<file path="src/rtl/uart_fifo_tx_pkg.sv">
// Shared constants for the UART FIFO transmitter: FSM encoding, baud presets, line idle level.
package uart_fifo_tx_pkg;

  // Transmit FSM states (3-bit encoding)
  localparam logic [2:0] ST_IDLE   = 3'd0;
  localparam logic [2:0] ST_FETCH  = 3'd1;
  localparam logic [2:0] ST_LOAD   = 3'd2;
  localparam logic [2:0] ST_START  = 3'd3;
  localparam logic [2:0] ST_DATA   = 3'd4;
  localparam logic [2:0] ST_PARITY = 3'd5;
  localparam logic [2:0] ST_STOP   = 3'd6;

  // Clock cycles per bit for a 100 MHz system clock
  localparam int unsigned CLKS_115200_AT_100MHZ = 868;
  localparam int unsigned CLKS_100HZ_AT_100MHZ  = 1_000_000;
  localparam int unsigned CLKS_1HZ_AT_100MHZ    = 100_000_000;

  // Level driven on the serial line when nothing is being sent
  localparam logic IDLE_LEVEL = 1'b1;

endpackage

</file>
<file path="src/rtl/uart_fifo_tx_baud_tick_gen.sv">
// Bit-period counter: one-cycle tick on the last cycle of every CLKS_PER_BIT window.
module uart_fifo_tx_baud_tick_gen
  import uart_fifo_tx_pkg::*;
#(
  parameter int unsigned CLKS_PER_BIT = CLKS_115200_AT_100MHZ
) (
  input  logic clk_fpga,
  input  logic nreset,
  input  logic i_clear,
  output logic o_tick_c
);

  localparam int unsigned CNT_W = (CLKS_PER_BIT > 1) ? $clog2(CLKS_PER_BIT) : 1;
  localparam logic [CNT_W-1:0] CNT_LAST = CNT_W'(CLKS_PER_BIT - 1);

  logic [CNT_W-1:0] r_count;

  assign o_tick_c = (r_count == CNT_LAST);

  // Free-running count, wraps at the bit boundary, restarts on a sync clear
  always_ff @(posedge clk_fpga or negedge nreset) begin
    if (!nreset) begin
      r_count <= '0;
    end else if (i_clear || o_tick_c) begin
      r_count <= '0;
    end else begin
      r_count <= r_count + CNT_W'(1);
    end
  end

endmodule

</file>
<file path="src/rtl/uart_fifo_tx.sv">
// Pops words from the UART data FIFO and serializes them: start, LSB-first data, optional parity, stop.
module uart_fifo_tx
  import uart_fifo_tx_pkg::*;
#(
  parameter int unsigned CLKS_PER_BIT = CLKS_115200_AT_100MHZ,
  parameter int unsigned DATA_W       = 8,
  parameter int unsigned FIFO_W       = 3,
  parameter int unsigned PARITY_EN    = 0
) (
  input  logic              clk_fpga,
  input  logic              nreset,
  input  logic              fifo_empty,
  output logic              fifo_rd_en,
  input  logic [FIFO_W-1:0] fifo_rd_data,
  input  logic              tx_enable,
  output logic              uart_txd,
  output logic              tx_busy,
  output logic              tx_done
);

  localparam int unsigned IDX_W = $clog2(DATA_W + 1);
  localparam logic [IDX_W-1:0] IDX_LAST = IDX_W'(DATA_W - 1);

  logic [2:0]        r_state;
  logic [2:0]        w_next_state;
  logic [DATA_W-1:0] r_shift;
  logic [DATA_W-1:0] w_shift_next;
  logic              r_parity;
  logic              w_parity_next;
  logic [IDX_W-1:0]  r_bit_idx;
  logic [IDX_W-1:0]  w_bit_idx_next;
  logic              r_txd;
  logic              w_txd_next;
  logic              r_rd_en;
  logic              w_rd_en_next;
  logic              r_busy;
  logic              w_busy_next;
  logic              r_done;
  logic              w_done_next;
  logic              w_tick;
  logic              w_state_chg;

  // Baud counter restarts whenever the FSM moves to a new state
  assign w_state_chg = (w_next_state != r_state);

  uart_fifo_tx_baud_tick_gen #(
    .CLKS_PER_BIT(CLKS_PER_BIT)
  ) u_baud (
    .clk_fpga (clk_fpga),
    .nreset   (nreset),
    .i_clear  (w_state_chg),
    .o_tick_c (w_tick)
  );

  // State register
  always_ff @(posedge clk_fpga or negedge nreset) begin
    if (!nreset) begin
      r_state <= ST_IDLE;
    end else begin
      r_state <= w_next_state;
    end
  end

  // Next state, datapath updates and next output values
  always_comb begin
    w_next_state   = r_state;
    w_shift_next   = r_shift;
    w_parity_next  = r_parity;
    w_bit_idx_next = r_bit_idx;
    w_rd_en_next   = 1'b0;
    w_done_next    = 1'b0;
    w_txd_next     = IDLE_LEVEL;

    case (r_state)
      ST_IDLE: begin
        if (tx_enable && !fifo_empty) begin
          w_rd_en_next = 1'b1;
          w_next_state = ST_FETCH;
        end
      end
      ST_FETCH: begin
        w_next_state = ST_LOAD;
      end
      ST_LOAD: begin
        w_shift_next  = DATA_W'(fifo_rd_data);
        w_parity_next = ^fifo_rd_data;
        w_next_state  = ST_START;
      end
      ST_START: begin
        w_txd_next = 1'b0;
        if (w_tick) begin
          w_bit_idx_next = '0;
          w_next_state   = ST_DATA;
        end
      end
      ST_DATA: begin
        w_txd_next = r_shift[0];
        if (w_tick) begin
          w_shift_next = r_shift >> 1;
          if (r_bit_idx == IDX_LAST) begin
            w_next_state = (PARITY_EN != 0) ? ST_PARITY : ST_STOP;
          end else begin
            w_bit_idx_next = r_bit_idx + IDX_W'(1);
          end
        end
      end
      ST_PARITY: begin
        w_txd_next = r_parity;
        if (w_tick) begin
          w_next_state = ST_STOP;
        end
      end
      ST_STOP: begin
        w_txd_next = 1'b1;
        if (w_tick) begin
          w_done_next  = 1'b1;
          w_next_state = ST_IDLE;
        end
      end
      default: begin
        w_next_state = ST_IDLE;
      end
    endcase

    // Busy spans the pop strobe through the final stop-bit cycle on the line
    w_busy_next = (w_next_state != ST_IDLE) || w_done_next;
  end

  // Datapath and output registers; the line lags the FSM by one cycle
  always_ff @(posedge clk_fpga or negedge nreset) begin
    if (!nreset) begin
      r_shift   <= '0;
      r_parity  <= 1'b0;
      r_bit_idx <= '0;
      r_txd     <= IDLE_LEVEL;
      r_rd_en   <= 1'b0;
      r_busy    <= 1'b0;
      r_done    <= 1'b0;
    end else begin
      r_shift   <= w_shift_next;
      r_parity  <= w_parity_next;
      r_bit_idx <= w_bit_idx_next;
      r_txd     <= w_txd_next;
      r_rd_en   <= w_rd_en_next;
      r_busy    <= w_busy_next;
      r_done    <= w_done_next;
    end
  end

  assign uart_txd   = r_txd;
  assign fifo_rd_en = r_rd_en;
  assign tx_busy    = r_busy;
  assign tx_done    = r_done;

endmodule

</file>
<file path="config.mk">
export PLATFORM = sky130hd
export DESIGN_NAME = uart_fifo_tx
export DESIGN_NICKNAME = d
export VERILOG_FILES = /design/src/rtl/uart_fifo_tx_pkg.sv /design/src/rtl/uart_fifo_tx_baud_tick_gen.sv /design/src/rtl/uart_fifo_tx.sv
export SDC_FILE = /design/constraint.sdc
export NUM_CORES = 1
export LEC_CHECK = 0
export BUFFER_PORTS_ARGS = -buffer_cell sky130_fd_sc_hd__buf_4
export CORE_MARGIN = 4
export CORE_UTILIZATION = 41
export DETAILED_ROUTE_END_ITERATION = 7
export SLEW_MARGIN = 30
export SYNTH_ARGS = -nofsm -noshare
export SYNTH_HDL_FRONTEND = slang
export SYNTH_SLANG_ARGS = --single-unit
</file>
<file path="constraint.sdc">
create_clock -name clk_fpga -period 1.95 [get_ports clk_fpga]
set_clock_uncertainty 0.1 [all_clocks]
set_input_delay 0.39 -clock clk_fpga [delete_from_list [all_inputs] [get_ports clk_fpga]]
set_output_delay 0.39 -clock clk_fpga [all_outputs]
set_load 0.02 [all_outputs]
</file>
Word-level counts from Yosys, hierarchy flattened

Cells that the tools add are included.

Register bits: 30
Output and inout bits: 4

Equal/unequal tests: 12
Multiplexer cells: 19
Reduce and logical (&&, ||, !) cells: 11
$add $sub $neg: 2

Operator list:

| cell                  | number |
|---|---|
| $pmux 3 s7            | 1 |
| $mux 3                | 6 |
| $pmux 8 s2            | 1 |
| $mux 4                | 3 |
| $add 10x1->10 const B | 1 |
| $eq 10x10->1 const B  | 1 |
| $mux 10               | 1 |
| $eq 3x3->1 const B    | 3 |
| $mux 8                | 1 |
| $pmux 4 s2            | 1 |
| $eq 3x2->1 const B    | 2 |
| $add 4x1->4 const B   | 1 |
| $eq 4x3->1 const B    | 1 |
| $mux 1                | 4 |
| $ne 2x1->1 const B    | 2 |
| $reduce_and 4->1      | 1 |
| $reduce_bool 2->1     | 2 |
| $eq 3x1->1 const B    | 1 |
| $logic_not 3->1       | 1 |
| $ne 3x3->1            | 1 |
| $pmux 1 s3            | 1 |
| $reduce_bool 3->1     | 1 |
| $reduce_xor 3->1      | 1 |
| $logic_or 1x1->1      | 2 |
| 4 further kinds       | 4 |

Depth between registers and ports, before layout

Gate-level depths: netlist of run 1.

Depth after elaboration: 7
Depth in mapped cells: 5

By module

A second synthesis of run 1 with hierarchy kept.

Cells, all modules: 138
Area, all modules: 1,362.6 um^2

Modules (own cells, without submodules):

| module                     | times used | cells each | seq. area each (um^2) | area each (um^2) |
|---|---|---|---|---|
| uart_fifo_tx               | 1          | 86         | 376.6                 | 848.3 |
| uart_fifo_tx_baud_tick_gen | 1          | 52         | 250.2                 | 514.2 |

Least setup slack after synthesis of run 1

No wires, ideal clock.

Path kind: reg-to-reg
Start: reg u_baud.r_count[2]
End: reg r_bit_idx[3]
Slack: 0.026 ns
Arrival: 1.704 ns
Library setup time: 0.120 ns
Required time: 1.730 ns
Cell stages (with the launch flop): 6
Cell sequence: dfrtp_1 > or3b_1 > nor4b_4 > buf_4 > o22ai_1 > a41o_1

Longest elaborated chain between the ends: 3

RTL lines:

| item                                  | line                             | text |
|---|---|---|
| start: declaration                    | uart_fifo_tx_baud_tick_gen.sv:16 | `logic [CNT_W-1:0] r_count;` |
| start signal: assignment              | uart_fifo_tx_baud_tick_gen.sv:27 | `r_count <= r_count + CNT_W'(1);` |
| $eq 10x10->1 (*)                      | uart_fifo_tx_baud_tick_gen.sv:18 | `assign o_tick_c = (r_count == CNT_LAST);` |
| $ne 2x1->1 (no source line)           | n/a                              |  |
| $reduce_and 4->1 (no source line) (*) | n/a                              |  |
| end signal: assignment                | uart_fifo_tx.sv:142              | `r_bit_idx <= w_bit_idx_next;` |
| end: declaration                      | uart_fifo_tx.sv:30               | `logic [IDX_W-1:0] r_bit_idx;` |

Mark *: on every way between the ends. The rest lies on a longest branch, timed or not.
A chain may end at the register's enable or synchronous reset.

Worst setup path after layout of run 1

Start: reg u_baud.r_count[2]
End: reg r_state[1]

Longest elaborated chain between the ends: 3

RTL lines:

| item                             | line                             | text |
|---|---|---|
| $eq 10x10->1 (*)                 | uart_fifo_tx_baud_tick_gen.sv:18 |  |
| $mux 3, on equally long branches | n/a                              |  |
| $pmux 3 s7 (*)                   | uart_fifo_tx.sv:74               | `case (r_state)` |
| named net w_next_state[1]        | uart_fifo_tx.sv:25               | `logic [2:0] w_next_state;` |
| end signal: assignment           | uart_fifo_tx.sv:60               | `r_state <= w_next_state;` |
| end: declaration                 | uart_fifo_tx.sv:24               | `logic [2:0] r_state;` |

Mark *: on every way through the listed nets, which the timed path passes. The rest lies on a longest branch.

==> impl_metrics.env, run 1 <==
export IMPL_status="finished clean"
export IMPL_setup_slack_ps=54.96
export IMPL_met1_length_um=1318
export IMPL_fin_crit_sh=0.9718
export IMPL_synth_async_reset_ratio=1.000
export IMPL_final_cells=182
export IMPL_cts_reportedPaths_clkPinSlew_ps=140
export IMPL_min_path_type="in2reg"
export IMPL_whs_path_depth=3
export IMPL_finalSetupTns_ps=0
export IMPL_die_height_um=63.82
export IMPL_synthMuxAreaShare=0.007835
export IMPL_yosysUniqueCellTypes=41
export IMPL_synth_ff_type="dfrtp_1"
export IMPL_grt_use_total=0.1384
export IMPL_dp_slack_ps=57.14
export IMPL_start_kind="flip-flop"
export IMPL_path_cells="or3b_4, nor4b_4, buf_12, mux2i_1, a211o_1"
export IMPL_start_util=0.4441
export IMPL_netlist_area_um2=1277
export IMPL_ant_nets=0
export IMPL_max_freq_mhz=527.7
export IMPL_power_mw=1.403
export IMPL_slew_headroom=0.6684
export IMPL_clock_sinks=25
export IMPL_synth_edf_count=0
export IMPL_p_leak_nw=0.6854
export IMPL_core_area_um2=2877
export IMPL_globalplace_congestion=0.8136
export IMPL_cp_num_buf_inv=1
export IMPL_dp_hpwl_um=1730
export IMPL_design_area_um2=1494
export IMPL_synth_xor_area_frac=0.06856
export IMPL_ctsHtreeMaxLevel=1
export IMPL_cts_buffer_depth=2
export IMPL_cts_tree="done"
export IMPL_finalWirelength_um=2517
export IMPL_grt_pass1_vias=1011
export IMPL_die_x_um=63.82
export IMPL_drtIter0Drc=68
export IMPL_antenna_found_initial=0
export IMPL_ys_seq_elements=25
export IMPL_synth_compound_area_frac=0.1548
export IMPL_path_class="reg2reg"
export IMPL_cts_root_buf="clkbuf_4"
export IMPL_slew_viol_final=0
export IMPL_drive_above_1_share=0.2071
export IMPL_cp_max_fo=23
export IMPL_via_count=992
export IMPL_synthCells=123
export IMPL_worst_r2r_cell_count=5
export IMPL_crit_slowest_cell="dfrtp_1"
export IMPL_wl_met2_um=1108
export IMPL_vdd_ir_drop_max_mv=0.4597
export IMPL_grt_max_degree=26
export IMPL_gr_total_overflow=0
export IMPL_post_dp_cell_area_um2=1455
export IMPL_areaGrowthSynthToFinish_pct=16.94
export IMPL_cp_depth=5
export IMPL_syn_nets=132
export IMPL_rsz0062_at_grt="false"
export IMPL_dr_pass1_iters=4
export IMPL_grt_pass1_wl_um=4623
export IMPL_cp_arrival_ps=2000
export IMPL_dieArea_um2=4073
export IMPL_wl_per_cell_um=13.83
export IMPL_via_per_inst=5.451
export IMPL_io_buffers=10
export IMPL_critical_path_top_delay_family="simple AND/OR/NAND/NOR gates"
export IMPL_syn_avg_cell_area_um2=10.39
export IMPL_final_util=0.5194
export IMPL_rrSetupSlack_ps=50
export IMPL_ys_seq_area_frac=0.4907
export IMPL_wl_met3_um=70
export IMPL_num_nets_final=150
export IMPL_cpPeakStageDelay_ps=400
export IMPL_synth_simple_area_share=0.2292
export IMPL_drc=0
export IMPL_timing_hold_ws_ps=263.2
export IMPL_tightestPinTransition_ps=496.3
export IMPL_finalSetupViolations=0
export IMPL_final_hold_viol_count=0
export IMPL_placed_cells_incl_taps=177
export IMPL_period_minus_slack_ps=1895
export IMPL_synth_fa_ha_area_frac=0.01959
export IMPL_drv_cap=0
export IMPL_yosysWarnings=0
export IMPL_num_rows=19
export IMPL_n_antenna_cell=0
export IMPL_required_ps=2050
export IMPL_pwr_density_cell_nw_per_um2=939.3
export IMPL_numCtsBuffers=3
export IMPL_routed_top_layer="met4"
export IMPL_synth_top_family_by_area="simple AND/OR/NAND/NOR gates"
export IMPL_clock_latency_ps=310
export IMPL_critical_path_endpoint_type="flip-flop"
export IMPL_pin_count=11
## placed cells by master, fill, tap and decap left out, types with 2 or more instances in the layout
master    instances
nor2_1            3
clkbuf_4          3
buf_4            18
nor3b_1           2
nand3_1           5
nand4_1           2
o21ai_0           5
xor2_1            7
a21oi_1           4
xnor2_1           3
inv_1             2
a221o_1           2
nand2_1          10
a31oi_1           4
nor3_1           10
and3_1            5
nand2b_1          2
o221a_2           2
dfrtp_1          24
ha_1              2
a41o_1            2
## registers in the layout (all words and copies together), names as in the netlist
name	count
r_parity	1
uart_txd	1
r_bit_idx	4
u_baud.r_count	10
fifo_rd_en	1
r_shift	3
r_state	3
tx_done	1
tx_busy	1
## synthesized netlist by cell type (3+ instances only)
| master | number | share of area |
|---|---|---|
| a21oi_1 | 4 | 0.016 |
| a31oi_1 | 4 | 0.020 |
| and3_1 | 5 | 0.024 |
| clkbuf_1 | 6 | 0.018 |
| dfrtp_1 | 24 | 0.47 |
| nand2_1 | 10 | 0.029 |
| nand3_1 | 5 | 0.020 |
| nor2_1 | 3 | 0.0088 |
| nor3_1 | 10 | 0.039 |
| o21ai_0 | 5 | 0.020 |
| xnor2_1 | 3 | 0.021 |
| xor2_1 | 7 | 0.048 |
## worst paths after layout
path	from	to
worst max-delay path	u_baud.r_count[2]	r_state[1]
worst min-delay path	fifo_rd_data[1]	r_parity
worst max register to register	u_baud.r_count[2]	r_state[1]
worst min register to register	r_parity	r_parity
max in group asynchronous	nreset	uart_txd
min in group asynchronous	nreset	u_baud.r_count[5]
## kinds of logic (layout without fill, tap and decap cells)
family,after synthesis,count (layout)
flops,25,25
xor+xnor,10,10
compound gates,27,27
mux,1,1
buf+inv,9,26
simple gates,49,49
fa+ha+maj,2,2
## what timing repair did
item | CTS | global route
gates resized for setup | 0 | 1
hold endpoints to repair | 24 | 0
hold buffers | 1 | 0
buffers inserted | 0 | 0
endpoints found under the setup margin | 0 | 1
## worst reg2reg max path, stage by stage (launching register included)
cell and delay (ps):
dfrtp_1 400, or3b_4 400, nor4b_4 300, buf_12 200, mux2i_1 90, a211o_1 300
## cell type report
type	count	area [um^2]
inverter	2	7.507
multi-input combinational	89	615.6
clock buffer	4	26.28
timing repair buffer	20	165.2
fill	285	1383
sequential	25	626.9
tap	42	52.55
## layer usage
metal | vias to the layer above | global-route usage
met5 | - | 0
met4 | 0 | 0.04852
met3 | 2 | 0.02102
met2 | 15 | 0.2090
met1 | 483 | 0.2009
li1 | 492 | -
## where the power goes
part	leakage (nW)	internal [mW]	switching [mW]
clock	0.0150	0.0798	0.149
sequential	0.313	0.636	0.0870
combinational	0.357	0.224	0.228
total	0.685	0.939	0.464
(Power assumes the default switching activity.)
==> run 2, diff against run 1 <==
- GPL_TIMING_DRIVEN: unset -> 0
==> impl_metrics.env, run 2 (synthesized netlist as in run 1, its figures left out) <==
export IMPL_status="finished clean"
export IMPL_num_rows=19
export IMPL_tightestPinTransition_ps=731.7
export IMPL_finalWirelength_um=2672
export IMPL_num_nets_final=152
export IMPL_final_cell_mix="dfrtp_1 (24), buf_4 (13), nand2_1 (10), nor3_1 (10), xor2_1 (7)"
export IMPL_pwr_density_cell_nw_per_um2=952.8
export IMPL_period_minus_slack_ps=1901
export IMPL_p_leak_nw=0.6751
export IMPL_start_util=0.4441
export IMPL_min_path_type="in2reg"
export IMPL_dp_hpwl_um=1833
export IMPL_rsz0062_at_grt="false"
export IMPL_cts_buffer_depth=2
export IMPL_critical_path_endpoint_type="flip-flop"
export IMPL_final_hold_viol_count=0
export IMPL_drtIter0Drc=30
export IMPL_n_antenna_cell=0
export IMPL_largest_register="u_baud.r_count"
export IMPL_ant_nets=0
export IMPL_numCtsBuffers=3
export IMPL_post_dp_cell_area_um2=1405
export IMPL_via_per_inst=5.527
export IMPL_cp_max_fo=5
export IMPL_max_freq_mhz=526.0
export IMPL_hp_start="fifo_rd_data[1]"
export IMPL_crit_slowest_cell="dfrtp_1"
export IMPL_via_count=1017
export IMPL_gr_total_overflow=0
export IMPL_core_area_um2=2877
export IMPL_cpPeakStageDelay_ps=430
export IMPL_dr_pass1_iters=4
export IMPL_die_x_um=63.82
export IMPL_finalSetupTns_ps=0
export IMPL_cts_root_buf="clkbuf_4"
export IMPL_slew_headroom=0.5111
export IMPL_path_cells="or3b_4, nor4b_4, buf_6, nand2_1, o221a_2"
export IMPL_die_height_um=63.82
export IMPL_nFillCells=271
export IMPL_cts_tree="done"
export IMPL_design_area_um2=1479
export IMPL_grt_pass1_wl_um=4905
export IMPL_dieArea_um2=4073
export IMPL_largest_registers="u_baud.r_count: 10 flops, r_bit_idx: 4 flops"
export IMPL_finalSetupViolations=0
export IMPL_fin_crit_sh=0.9750
export IMPL_pin_count=11
export IMPL_largest_reg_flops=10
export IMPL_clock_latency_ps=320
export IMPL_drc=0
export IMPL_grt_use_total=0.1510
export IMPL_globalplace_congestion=0.7770
export IMPL_vdd_ir_drop_max_mv=0.4800
export IMPL_grt_max_degree=26
export IMPL_drive_above_1_share=0.1831
export IMPL_slew_viol_final=0
export IMPL_path_class="reg2reg"
export IMPL_clock_sinks=25
export IMPL_r2r_start="u_baud.r_count[3]"
export IMPL_areaGrowthSynthToFinish_pct=15.77
export IMPL_seq_area_um2=626.9
export IMPL_wl_per_cell_um=14.52
export IMPL_required_ps=2070
export IMPL_antenna_found_initial=0
export IMPL_ctsHtreeMaxLevel=1
export IMPL_cp_arrival_ps=2020
export IMPL_startpoint="u_baud.r_count[3]"
export IMPL_drv_cap=0
export IMPL_final_common_cell="dfrtp_1"
export IMPL_start_kind="flip-flop"
export IMPL_io_buffers=10
export IMPL_grt_pass1_vias=1070
export IMPL_cts_reportedPaths_clkPinSlew_ps=130
export IMPL_multi_input_area_um2=615.6
run 2: cell types whose count changed in the layout (fill, tap and decap cells not counted), sizes merged:
| cell | change |
|---|---|
| clkbuf | +6 |
| buf | -4 |
run 2: cell type report:
cell class              instances  area share
repair buffers                 15     0.07868
well taps                      42     0.03553
inverters                       2    0.005076
multi-input cells              89      0.4162
clock buffers                   4     0.01777
flip-flops and latches         25      0.4239
plain buffers                   7     0.02284
run 2: report_power, final:
group,total [mW],switching [mW],leakage (nW),internal [mW]
clock,0.233,0.153,0.0150,0.0801
combinational,0.464,0.246,0.347,0.218
sequential,0.712,0.0764,0.313,0.636
run 2: stage by stage:
step | util | setup slack, ps | std cells | power [mW] | hold slack, ps
finish | 0.5141 | 48.79 | 184 | 1.409 | 245.5
global route | 0.5141 | 2.631 | 184 | 1.524 | 234.1
CTS | 0.5089 | 33.23 | 182 | 1.410 | 230.6
detailed placement | 0.4885 | -267.0 | 175 | 1.153 | 212.6
global placement | 0.4885 | -200.3 | 175 | 1.136 | 211.9
floorplan | - | 25.65 | 123 | 1.034 | -5.591
run 2: final timing paths:
kind / end / slack (ps) / depth (start not counted)
min in group asynchronous: u_baud.r_count[4] / 400 / 2
worst min register to register: r_parity / 400 / 2
worst max register to register: r_shift[1] / 50 / 5
max in group asynchronous: uart_txd / 1060 / 2
worst min-delay path: r_parity / 250 / 3
worst max-delay path: r_shift[1] / 50 / 5
run 2: per-layer routing:
| metal | share of wire | up-vias | global-route usage |
|---|---|---|---|
| met3 | 0.022 | 5 | 0.02977 |
| li1 | - | 495 | - |
| met2 | 0.43 | 13 | 0.2206 |
| met1 | 0.53 | 504 | 0.2110 |
| met5 | 0 | - | 0 |
| met4 | 0.019 | 0 | 0.07817 |
run 2: critical path: cells and delay by family (launching register included):
| family | cells | cell delay (ps) |
|---|---|---|
| simple gates | 3 | 810 |
| flops | 1 | 430 |
| compound gates | 1 | 280 |
| buf+inv | 1 | 180 |
run 2: what timing repair did:
action / CTS / global route
setup endpoints to repair: 21 / 4
pin swaps: 1 / 2
hold buffers: 1 / 0
setup buffers: 2 / 1
endpoints found under the hold margin: 24 / 0
gates resized for setup: 3 / 1
cloned: 0 / 1
==> run 3, diff against run 2 <==
- ABC_AREA: unset -> 1
- CORE_ASPECT_RATIO: unset -> 1.25
==> impl_metrics.env, run 3 <==
export IMPL_cpPeakStageDelay_ps=420
export IMPL_globalplace_congestion=0.8202
export IMPL_p_comb_frac=0.043
export IMPL_ctsHtreeMaxLevel=1
export IMPL_via_per_inst=5.018
export IMPL_yosys_cell_count_top_type="nand2_1"
export IMPL_die_x_um=61.13
export IMPL_cp_num_buf_inv=1
export IMPL_yosysUniqueCellTypes=34
export IMPL_pwr_density_cell_nw_per_um2=536.1
export IMPL_largest_registers="u_baud.r_count: 10 flops, r_bit_idx: 4 flops"
export IMPL_post_dp_cell_area_um2=1568
export IMPL_numCtsBuffers=3
export IMPL_required_ps=2000
export IMPL_synth_largest_area_cell="dfrtp_1"
export IMPL_yosysWarnings=0
export IMPL_critical_path_endpoint_type="flip-flop"
export IMPL_cp_arrival_ps=1730
export IMPL_cts_resized=0
export IMPL_finalWirelength_um=2572
export IMPL_largest_register="u_baud.r_count"
export IMPL_drv_cap=0
export IMPL_synth_ff_type="dfrtp_1"
export IMPL_grt_pass1_wl_um=4726
export IMPL_start_util=0.4371
export IMPL_synthCells=171
export IMPL_tightestPinTransition_ps=359.0
export IMPL_seq_area_um2=626.9
export IMPL_status="finished clean"
export IMPL_syn_avg_cell_area_um2=8.458
export IMPL_gr_total_overflow=0
export IMPL_drive_above_1_share=0.1774
export IMPL_dp_hpwl_um=2034
export IMPL_slew_viol_final=0
export IMPL_switching_share=0.2108
export IMPL_core_area_um2=3309
export IMPL_internal_power_mw=0.6866
export IMPL_dr_pass1_iters=4
export IMPL_die_height_um=74.41
export IMPL_clockPowerShare=0.352
export IMPL_max_freq_mhz=596.7
export IMPL_rsz0062_at_grt="false"
export IMPL_postCtsSetupBuffers=0
export IMPL_ys_seq_elements=25
export IMPL_cp_max_fo=6
export IMPL_final_cell_mix="nand2_1 (32), inv_1 (25), dfrtp_1 (24)"
export IMPL_vdd_ir_drop_max_mv=0.3093
export IMPL_final_hold_viol_count=0
export IMPL_ant_nets=0
export IMPL_synth_edf_count=0
export IMPL_wl_per_cell_um=11.53
export IMPL_path_class="reg2reg"
export IMPL_finalSetupTns_ps=0
export IMPL_crit_slowest_cell="dfrtp_1"
export IMPL_clock_sinks=25
export IMPL_drtIter0Drc=39
export IMPL_antenna_found_initial=0
export IMPL_dieArea_um2=4548
export IMPL_synthTopCellsByCount="nand2_1 (32), inv_1 (25), dfrtp_1 (24)"
export IMPL_ys_seq_area_frac=0.4334
export IMPL_slew_headroom=0.7595
export IMPL_cts_buffer_depth=2
export IMPL_period_minus_slack_ps=1676
export IMPL_io_buffers=10
export IMPL_grt_max_degree=26
export IMPL_fin_crit_sh=0.8595
export IMPL_num_nets_final=196
export IMPL_syn_nets=180
export IMPL_grt_pass1_vias=1173
export IMPL_multi_input_area_um2=696.9
export IMPL_p_sw_mw=0.1834
export IMPL_final_common_cell="nand2_1"
export IMPL_start_kind="flip-flop"
export IMPL_clock_latency_ps=270
export IMPL_cts_tree="done"
export IMPL_nFillCells=308
export IMPL_cpMostUsedCell="nand2_1"
export IMPL_ctsHoldBuffers=1
export IMPL_cts_reportedPaths_clkPinSlew_ps=90
export IMPL_critical_path_top_delay_family="simple AND/OR/NAND/NOR gates"
export IMPL_grt_use_total=0.1335
export IMPL_areaGrowthSynthToFinish_pct=12.20
export IMPL_largest_reg_flops=10
export IMPL_design_area_um2=1623
export IMPL_p_leak_nw=0.8046
export IMPL_pwr_share_seq=0.605
export IMPL_path_cells="ha_1, nor3b_1, nand3_1, inv_1, o211ai_2, nand2_1, nand2_1"
export IMPL_n_antenna_cell=0
export IMPL_drc=0
export IMPL_synth_top_cell_area_share=0.4152
export IMPL_num_rows=23
export IMPL_min_path_type="in2reg"
export IMPL_netlist_area_um2=1446
export IMPL_cts_root_buf="clkbuf_8"
export IMPL_synth_async_reset_ratio=1.000
export IMPL_pin_count=11
export IMPL_power_mw=0.8700
export IMPL_via_count=1119
export IMPL_synth_area_top_cells="dfrtp_1 (42%), nand2_1 (8.3%), inv_1 (6.5%), nor2_1 (5.7%), xor2_1 (4.2%)"
export IMPL_finalSetupViolations=0
run 3: cell count changes after synthesis, moves of 3 or more:
cell,previous run,this run
clkbuf_1,6,0
a31oi_1,4,0
nand3_1,5,12
and3_1,5,0
o21ai_0,5,9
inv_1,2,25
nor3_1,10,2
nor2_1,3,22
nand2_1,10,32
nand4_1,2,5
run 3: routing by layer:
| metal | up-vias | track usage | part of all wire |
|---|---|---|---|
| li1 | 574 | - | - |
| met1 | 525 | 0.1509 | 0.43 |
| met2 | 13 | 0.2435 | 0.52 |
| met3 | 7 | 0.02431 | 0.029 |
| met4 | 0 | 0.04819 | 0.019 |
| met5 | - | 0 | 0 |
run 3: final timing paths:
path | startpoint | endpoint | slack (ps) | cells past startpoint
max | u_baud.r_count[0] | r_bit_idx[2] | 270 | 7
min | fifo_empty | fifo_rd_en | 180 | 2
max in group asynchronous | nreset | uart_txd | 1000 | 2
min reg2reg | r_bit_idx[1] | r_bit_idx[1] | 410 | 2
max reg2reg | u_baud.r_count[0] | r_bit_idx[2] | 270 | 7
min in group asynchronous | nreset | r_shift[1] | 450 | 2
run 3: power by group through the flow:
stage	Sequential, mW	Clock, mW	Combinational [mW]
after floorplan	0.536	0	0.0134
after global placement	0.536	0	0.0355
after detailed placement	0.537	0	0.0372
after CTS	0.526	0.318	0.0389
after global routing	0.527	0.336	0.0427
final	0.526	0.307	0.0374
run 3: through the flow:
step	hold WS [ps]	instances	utilization	setup slack [ps]
final	180.1	223	0.4904	274.0
after global routing	179.6	223	0.4904	63.68
after CTS	174.8	223	0.4904	247.8
after detailed placement	215.4	218	0.4737	261.0
after global placement	207.1	218	0.4737	291.9
after floorplan	-5.591	171	-	476.3
run 3: logic make-up (layout without fill, tap and decap cells):
logic type / after synthesis / after routing / share of synthesized area
compound gates: 18 / 18 / 0.09602
fa+ha+maj: 2 / 2 / 0.01730
flops: 25 / 25 / 0.4334
buf+inv: 29 / 44 / 0.08478
simple gates: 86 / 86 / 0.3019
xor+xnor: 11 / 11 / 0.06661
run 3: layout make-up:
type                       count  share of cell area
multi-input combinational    117              0.4295
sequential                    25              0.3863
inverter                      27             0.06399
timing repair buffer          11             0.05243
tap                           37             0.02853
clock buffer                   4             0.02776
buffer                         2             0.01157
